===== config.mk =====
export PLATFORM = sky130hd
export DESIGN_NAME = ram_multiport
export DESIGN_NICKNAME = d
export VERILOG_FILES = /design/src/rtl/ram_pkg.sv /design/src/rtl/ram_rdport.sv /design/src/rtl/ram_multiport.sv
export SDC_FILE = /design/constraint.sdc
export NUM_CORES = 1
export LEC_CHECK = 0
export CAP_MARGIN = 20
export CORE_MARGIN = 10
export CORE_UTILIZATION = 40
export CTS_CLUSTER_DIAMETER = 200
export DETAILED_ROUTE_END_ITERATION = 6
export PLACE_DENSITY = 0.73
export SYNTH_ARGS = -nofsm -noshare
export SYNTH_HDL_FRONTEND = slang
export SYNTH_SLANG_ARGS = --single-unit

===== constraint.sdc =====
create_clock -name clk -period 9.95 [get_ports clk]
set_input_delay 1.4925 -clock clk [delete_from_list [all_inputs] [get_ports clk]]
set_output_delay 1.4925 -clock clk [all_outputs]
set_load 0.01 [all_outputs]

===== src/rtl/ram_pkg.sv =====
// Shared constants and request typedef for the multi-port RAM.
// Latency: none (types and constants only).
// Backpressure: none; the RAM ports have no flow control.
package ram_pkg;

  // Access enable is active low.
  localparam logic EN_ACTIVE = 1'b0;
  localparam logic EN_IDLE   = 1'b1;

  // Port direction encoding.
  localparam logic RW_READ  = 1'b1;
  localparam logic RW_WRITE = 1'b0;

  // Per-port request control fields.
  typedef struct packed {
    logic en_;
    logic rw_;
  } ram_port_t;

  function automatic logic is_read(input ram_port_t req);
    return (req.en_ == EN_ACTIVE) && (req.rw_ == RW_READ);
  endfunction

  function automatic logic is_write(input ram_port_t req);
    return (req.en_ == EN_ACTIVE) && (req.rw_ == RW_WRITE);
  endfunction

endpackage


===== src/rtl/ram_rdport.sv =====
// One read port: address mux with zero for out-of-range, optional output register.
// Latency: 0 cycles (OUTREG=0) or 1 cycle (OUTREG=1, holds between reads).
// Backpressure: none; a read is accepted every cycle.
module ram_rdport
  import ram_pkg::*;
#(
  parameter int DATA   = 32,
  parameter int DEPTH  = 4,
  parameter int ADDR   = 2,
  parameter int OUTREG = 0
) (
  input  logic            clk,
  input  logic            reset,
  input  ram_port_t       req,
  input  logic [ADDR-1:0] addr,
  input  logic [DATA-1:0] mem [DEPTH],
  output logic [DATA-1:0] rdata
);

  localparam logic [ADDR:0] LIMIT = (ADDR+1)'(DEPTH);

  logic [DATA-1:0] sel;

  // Array lookup; addresses past the last word read as zero.
  always_comb begin
    sel = '0;
    if ({1'b0, addr} < LIMIT) sel = mem[addr];
  end

  generate
    if (OUTREG != 0) begin : g_reg
      // Registered read data: load on a read cycle, hold otherwise.
      always_ff @(posedge clk) begin
        if (reset)             rdata <= '0;
        else if (is_read(req)) rdata <= sel;
      end
    end else begin : g_comb
      // Combinational read data follows the address regardless of en_/rw_.
      assign rdata = sel;
      logic unused_ok;
      assign unused_ok = &{1'b0, clk, reset, req};
    end
  endgenerate

endmodule


===== src/rtl/ram_multiport.sv =====
// Multi-port synchronous-write RAM; lowest-numbered port wins write conflicts.
// Latency: write stored at the edge; read 0 (OUTREG=0) or 1 (OUTREG=1) cycles; no bypass.
// Backpressure: none. Macro RAM_RESET_CLEAR_EN makes reset clear all words.
module ram_multiport
  import ram_pkg::*;
#(
  parameter  int DATA   = 32,
  parameter  int DEPTH  = 4,
  parameter  int PORT   = 2,
  parameter  int OUTREG = 0,
  localparam int ADDR   = (DEPTH > 1) ? $clog2(DEPTH) : 1
) (
  input  logic                      clk,
  input  logic                      reset,
  input  logic [PORT-1:0]           en_,
  input  logic [PORT-1:0]           rw_,
  input  logic [PORT-1:0][ADDR-1:0] addr,
  input  logic [PORT-1:0][DATA-1:0] wdata,
  output logic [PORT-1:0][DATA-1:0] rdata
);

  localparam logic [ADDR:0] LIMIT = (ADDR+1)'(DEPTH);

  logic [DATA-1:0] mem [DEPTH];
  ram_port_t       req [PORT];
  logic [PORT-1:0] wr_ok;

  // Qualify each write: enabled, write direction, address inside the array.
  always_comb begin
    wr_ok = '0;
    for (int p = 0; p < PORT; p++) begin
      req[p]   = '{en_: en_[p], rw_: rw_[p]};
      wr_ok[p] = is_write(req[p]) && ({1'b0, addr[p]} < LIMIT);
    end
  end

`ifdef RAM_RESET_CLEAR_EN
  // Memory update; reset clears every word; highest port applied first so port 0 lands last.
  always_ff @(posedge clk) begin
    if (reset) begin
      for (int i = 0; i < DEPTH; i++) mem[i] <= '0;
    end else begin
      for (int p = PORT-1; p >= 0; p--)
        if (wr_ok[p]) mem[addr[p]] <= wdata[p];
    end
  end
`else
  // Memory update; reset only blocks writes; highest port applied first so port 0 lands last.
  always_ff @(posedge clk) begin
    if (!reset) begin
      for (int p = PORT-1; p >= 0; p--)
        if (wr_ok[p]) mem[addr[p]] <= wdata[p];
    end
  end
`endif

  generate
    for (genvar g = 0; g < PORT; g++) begin : g_rd
      ram_rdport #(
        .DATA  (DATA),
        .DEPTH (DEPTH),
        .ADDR  (ADDR),
        .OUTREG(OUTREG)
      ) u_rdport (
        .clk  (clk),
        .reset(reset),
        .req  (req[g]),
        .addr (addr[g]),
        .mem  (mem),
        .rdata(rdata[g])
      );
    end
  endgenerate

endmodule


# --- After elaboration in Yosys (flattened, before gate mapping) ---
# Cells that the tools add are included.
# Widths: inputs -> output; s select.
op_classes:
  mux: 15
  bitwise: 6
  reduce_logical: 4
  magnitude_cmp: 4
op_table:
  columns: ["op", "n"]
  rows:
  - ["$mux 128", 3]
  - ["$bwmux 128", 2]
  - ["$mux 32", 6]
  - ["$bmux 32 s2", 2]
  - ["$demux 32 s2", 2]
  - ["$ge 3x3->1 const B", 2]
  - ["$lt 3x1->1 const B", 2]
  - ["$not 2->3", 2]
  - ["$logic_and 1x1->1", 4]
  - ["$not 1->1", 4]
word_totals:
  register_bits: 128
  output_inout_bits: 64

# --- Logic depth before layout (Yosys ltp) ---
depth:
  ltp_word: 10
  mapped_depth: 6
  ltp_nobuf: 3

# --- Hierarchy ---
# Synthesis repeated with hierarchy kept, for this count alone.
hier_totals:
  hier_cells: 637
  hier_area_um2: 8360.5
modules_own_cells:
  columns: ["module", "area_per_inst_um2", "cells_each", "n_inst", "seq_area_each_um2"]
  rows:
  - ["ram_multiport", 6731.5, 559, 1, 3843.7]
  - ["ram_rdport", 814.5, 39, 2, 0.0]

# --- Least setup slack after synthesis ---
# Ideal clock, no wire load.
synth_timing:
  path_type: "in2reg"
  start: "input port reset"
  end: "register mem[0] in the netlist's numbering, enable pin"
  setup_slack_ps: 5505
  cell_stages: 1
  t_arrival_ps: 3964
  n_path_buf: 0
  path_cell_list: "inv_1"
synth_rtl:
  columns: ["element", "line", "source"]
  rows:
  - ["start: declaration", "ram_multiport.sv:14", "input logic reset,"]
  - ["end signal: indexed assignment", "ram_multiport.sv:52", "if (wr_ok[p]) mem[addr[p]] <= wdata[p];"]
  - ["end: declaration", "ram_multiport.sv:24", "logic [DATA-1:0] mem [DEPTH];"]
# No word-level cell between the ends.

==> results_tabular.tex <==
\begin{tabular}{lr}
\hline
Metric & Value \\
\hline
\multicolumn{2}{l}{\textbf{Layout}} \\
Largest registers & mem (128) \\
Share of layout cells above drive strength 1 & 17.5\% \\
Area of the multi-input gates & 4050 um2 \\
Most frequent cells in the layout & clkdlybuf4s50\_1, mux2i\_1, nand2\_1, edfxtp\_1, o21ai\_1 \\
Area Growth Syn to Fin & 25.6\% \\
Most common library cell in the layout ignoring fill and taps & clkdlybuf4s50\_1 \\
Most flop-heavy register & mem \\
Number of nets at the end of the flow & around 830 \\
Fillers & 1755 \\
Flip-flop and latch area & about 3800 um2 \\
Diodes inserted & 0 \\
Number of flip-flops in the largest register & approximately 130 \\
\multicolumn{2}{l}{\textbf{Timing}} \\
Setup Total Neg Slack & 0 ns \\
Final worst slack & around 5.1 ns \\
Max transition margin & 34.2\% \\
Final critical delay including setup and external delays & just under 5 ns \\
Setup repair after global routing missed its margin & no \\
Highest clock frequency the design can meet & just over 200 MHz \\
Total count of max-transition violations in the final report & 0 \\
Final setup vio count & 0 \\
Ratio of final minimum period to clock period & about 50\% \\
Worst Tran Pin Value & 0.983 ns \\
Maximum clock skew at final layout & 0 ns \\
Final Hold Fails & 0 \\
\multicolumn{2}{l}{\textbf{Worst setup path}} \\
Kind of end point of the critical path & output pin \\
Type of the setup path with the least slack & input pin to output pin \\
Depth of the worst register-to-register path & 2 \\
Worst Path Max Fanout & 36 \\
Data arrival time of the critical path & around 3.4 ns \\
Required time of the critical path & $\sim$8.5 ns \\
Startpoint type of the worst setup path & input pin \\
\multicolumn{2}{l}{\textbf{Pwr}} \\
Cell internal power dissipation & 0.00121 W \\
Leak pwr & 3.19 nW \\
Comb pwr share & roughly a fifth \\
Power per unit of standard cell area & 157 nW/um2 \\
Sequential group share of total power & approximately two fifths \\
Net switching power & 0.000415 W \\
Share of total power in the clock network & slightly below 40\% \\
IR Drop Worst-Case VDD & around 0.12 mV \\
Switching Fraction & 25.5\% \\
\multicolumn{2}{l}{\textbf{Detailed routing}} \\
Routed wl met2 & roughly 12000 um \\
Starting DRT DRC Count & between 300 and 400 \\
Post-detailed-route wirelength per cell & $\sim$22 um \\
Via count normalized by instance count & about 5.6 \\
Pre-Repair DR Iteration Count & 5 \\
Vias after detailed routing & around 5900 \\
Routed Wire Length & between 20000 and 25000 um \\
Residual antenna-violating net count after detailed routing & 0 \\
Post-route DRC & 0 \\
Wire length on met3 & $\sim$1600 um \\
Met1 layer wirelength in the final routing & approximately 9400 um \\
Max Used Layer & met5 \\
\multicolumn{2}{l}{\textbf{Clocking}} \\
TritonCTS clock tree & yes \\
Number of buffers inserted for hold repair after clock tree synthesis & 0 \\
Count of H-tree levels built during CTS & 4 \\
Clk\_lat worst skew & around 0.42 ns \\
Clock-pin slew on the worst setup and hold paths & roughly 0.06 ns \\
Number of buffers created by CTS & 17 \\
Clock sink total & around 130 \\
Maximum clock path buffer count & 2 \\
Quantity of gates resized following cts & 0 \\
Buffers inserted during post-CTS setup optimization & 0 \\
Root buffer selected by CTS & clkbuf\_16 \\
\multicolumn{2}{l}{\textbf{Synth}} \\
Sequential share of the synthesized area & 46.7\% \\
Netlist cell types & 17 \\
Area share of the largest cell type after synthesis & between 40\% and 50\% \\
Post-synthesis cell type with the largest combined area & edfxtp\_1 \\
Warnings, synthesis & 0 \\
Total standard cell area after synthesis & 8230 um2 \\
Flops \& latches, synth & approximately 130 \\
Post-synth net total & 713 \\
Syn avg cell area & 12.9 um2 \\
Top area cells in the synthesized netlist & edfxtp\_1, mux4\_2, mux2i\_1, nand2\_1, o21ai\_1 \\
Cells after synthesis & 639 \\
\multicolumn{2}{l}{\textbf{Hold path}} \\
Classification of the worst-slack hold path & register to register \\
Hold depth & 2 \\
\multicolumn{2}{l}{\textbf{Placement}} \\
Final HPWL DP & $\sim$15000 um \\
Count of input and output buffers & $\sim$140 \\
Pre-CTS setup slack & between 5 and 6 ns \\
Last weighted congestion value of the routability-driven placer & between 0.7 and 0.8 \\
\multicolumn{2}{l}{\textbf{Die}} \\
Horizontal die dimension & around 160 um \\
Floorplan die area & between 20000 and 30000 um2 \\
Std-Cell Core Area & 20200 um2 \\
Number of top-level pins & around 140 \\
Starting density of the core & around two fifths \\
Die height & approximately 160 um \\
Row Count & between 50 and 60 \\
\multicolumn{2}{l}{\textbf{Global routing}} \\
Initial antenna violation count & 1 \\
Wire length of the first global-routing pass & $\sim$35000 um \\
Global route overflow & 0 \\
Total routing resource utilization after global routing & between 10\% and 20\% \\
Pin count of the biggest net entering global routing & a little over 70 \\
Number of global-route vias before repair & roughly 6200 \\
\multicolumn{2}{l}{\textbf{Flow run}} \\
Max\_cap viols & 0 \\
\multicolumn{2}{l}{\textbf{Status}} \\
Result of the run & completed \\
\hline
\end{tabular}
==> power groups by stage <==
stage / Clock (W) / Combinational [W] / Sequential (W)
floorplan: 0 / 0.000167 / 0.000683
global placement: 0 / 0.000304 / 0.000689
detailed placement: 0 / 0.000310 / 0.000691
CTS: 0.000648 / 0.000310 / 0.000681
global route: 0.000673 / 0.000330 / 0.000687
finish: 0.000639 / 0.000307 / 0.000681
==> cell usage after synthesis <==
master / number
mux2i_1: 128
o21ai_0: 38
mux4_2: 64
nor4b_4: 4
buf_6: 15
o21ai_2: 9
o21ai_1: 81
buf_4: 3
nor4bb_1: 1
clkbuf_2: 5
and4bb_2: 1
inv_1: 1
nor4_4: 2
buf_2: 13
edfxtp_1: 128
nand2_1: 128
clkbuf_1: 18
==> cell type report <==
type | count | share of cell area (%)
timing repair buffer | 155 | 14.6
inverter | 1 | 0.0605
sequential | 128 | 37.2
tap | 270 | 3.27
clock inverter | 15 | 1.63
clock buffer | 17 | 4.11
multi-input combinational | 456 | 39.2
==> critical path, cell delays in order <==
cell             delay (ns)
buf_2                  0.07
buf_4                  0.61
mux4_2                 0.61
clkdlybuf4s50_1        0.52
==> routing by layer <==
metal	GRT usage, %	vias up
met1	21.0	2914
met5	0	-
met4	4.18	2
met2	28.9	219
met3	4.73	20
li1	-	2723
==> through the flow <==
| step | instances | hold WS (ns) | cell area, um2 | utilization, % | total power [W] |
|---|---|---|---|---|---|
| floorplan | 639 | 0.600 | 8230 | - | 0.000850 |
| CTS | 1040 | 0.650 | 10300 | 50.9 | 0.00164 |
| finish | 1042 | 0.649 | 10300 | 51.1 | 0.00163 |
| global route | 1042 | 0.669 | 10300 | 51.1 | 0.00169 |
| detailed placement | 1008 | 0.634 | 9710 | 48.0 | 0.00100 |
| global placement | 1008 | 0.619 | 9710 | 48.0 | 0.000993 |
==> path summary, 6_finish.rpt <==
path	slack [ns]	endpoint	start
worst max-delay path	5.10	rdata[22]	addr[0]
worst min-delay path	0.65	mem[59]	mem[59]
worst max register to register	9.01	mem[112]	mem[112]
worst min register to register	0.65	mem[59]	mem[59]
==> logic make-up (layout without fill, tap and decap cells) <==
| logic type | count (synthesis) | after routing | share of synthesized area, % |
|---|---|---|---|
| muxes | 192 | 192 | 33.1 |
| and+or+nand+nor | 136 | 136 | 7.78 |
| AOI/OAI and AO/OA | 128 | 128 | 8.19 |
| DFF | 128 | 128 | 46.7 |
| buffers and inverters | 55 | 188 | 4.28 |
No activity file was read; power rests on OpenSTA's default activity.
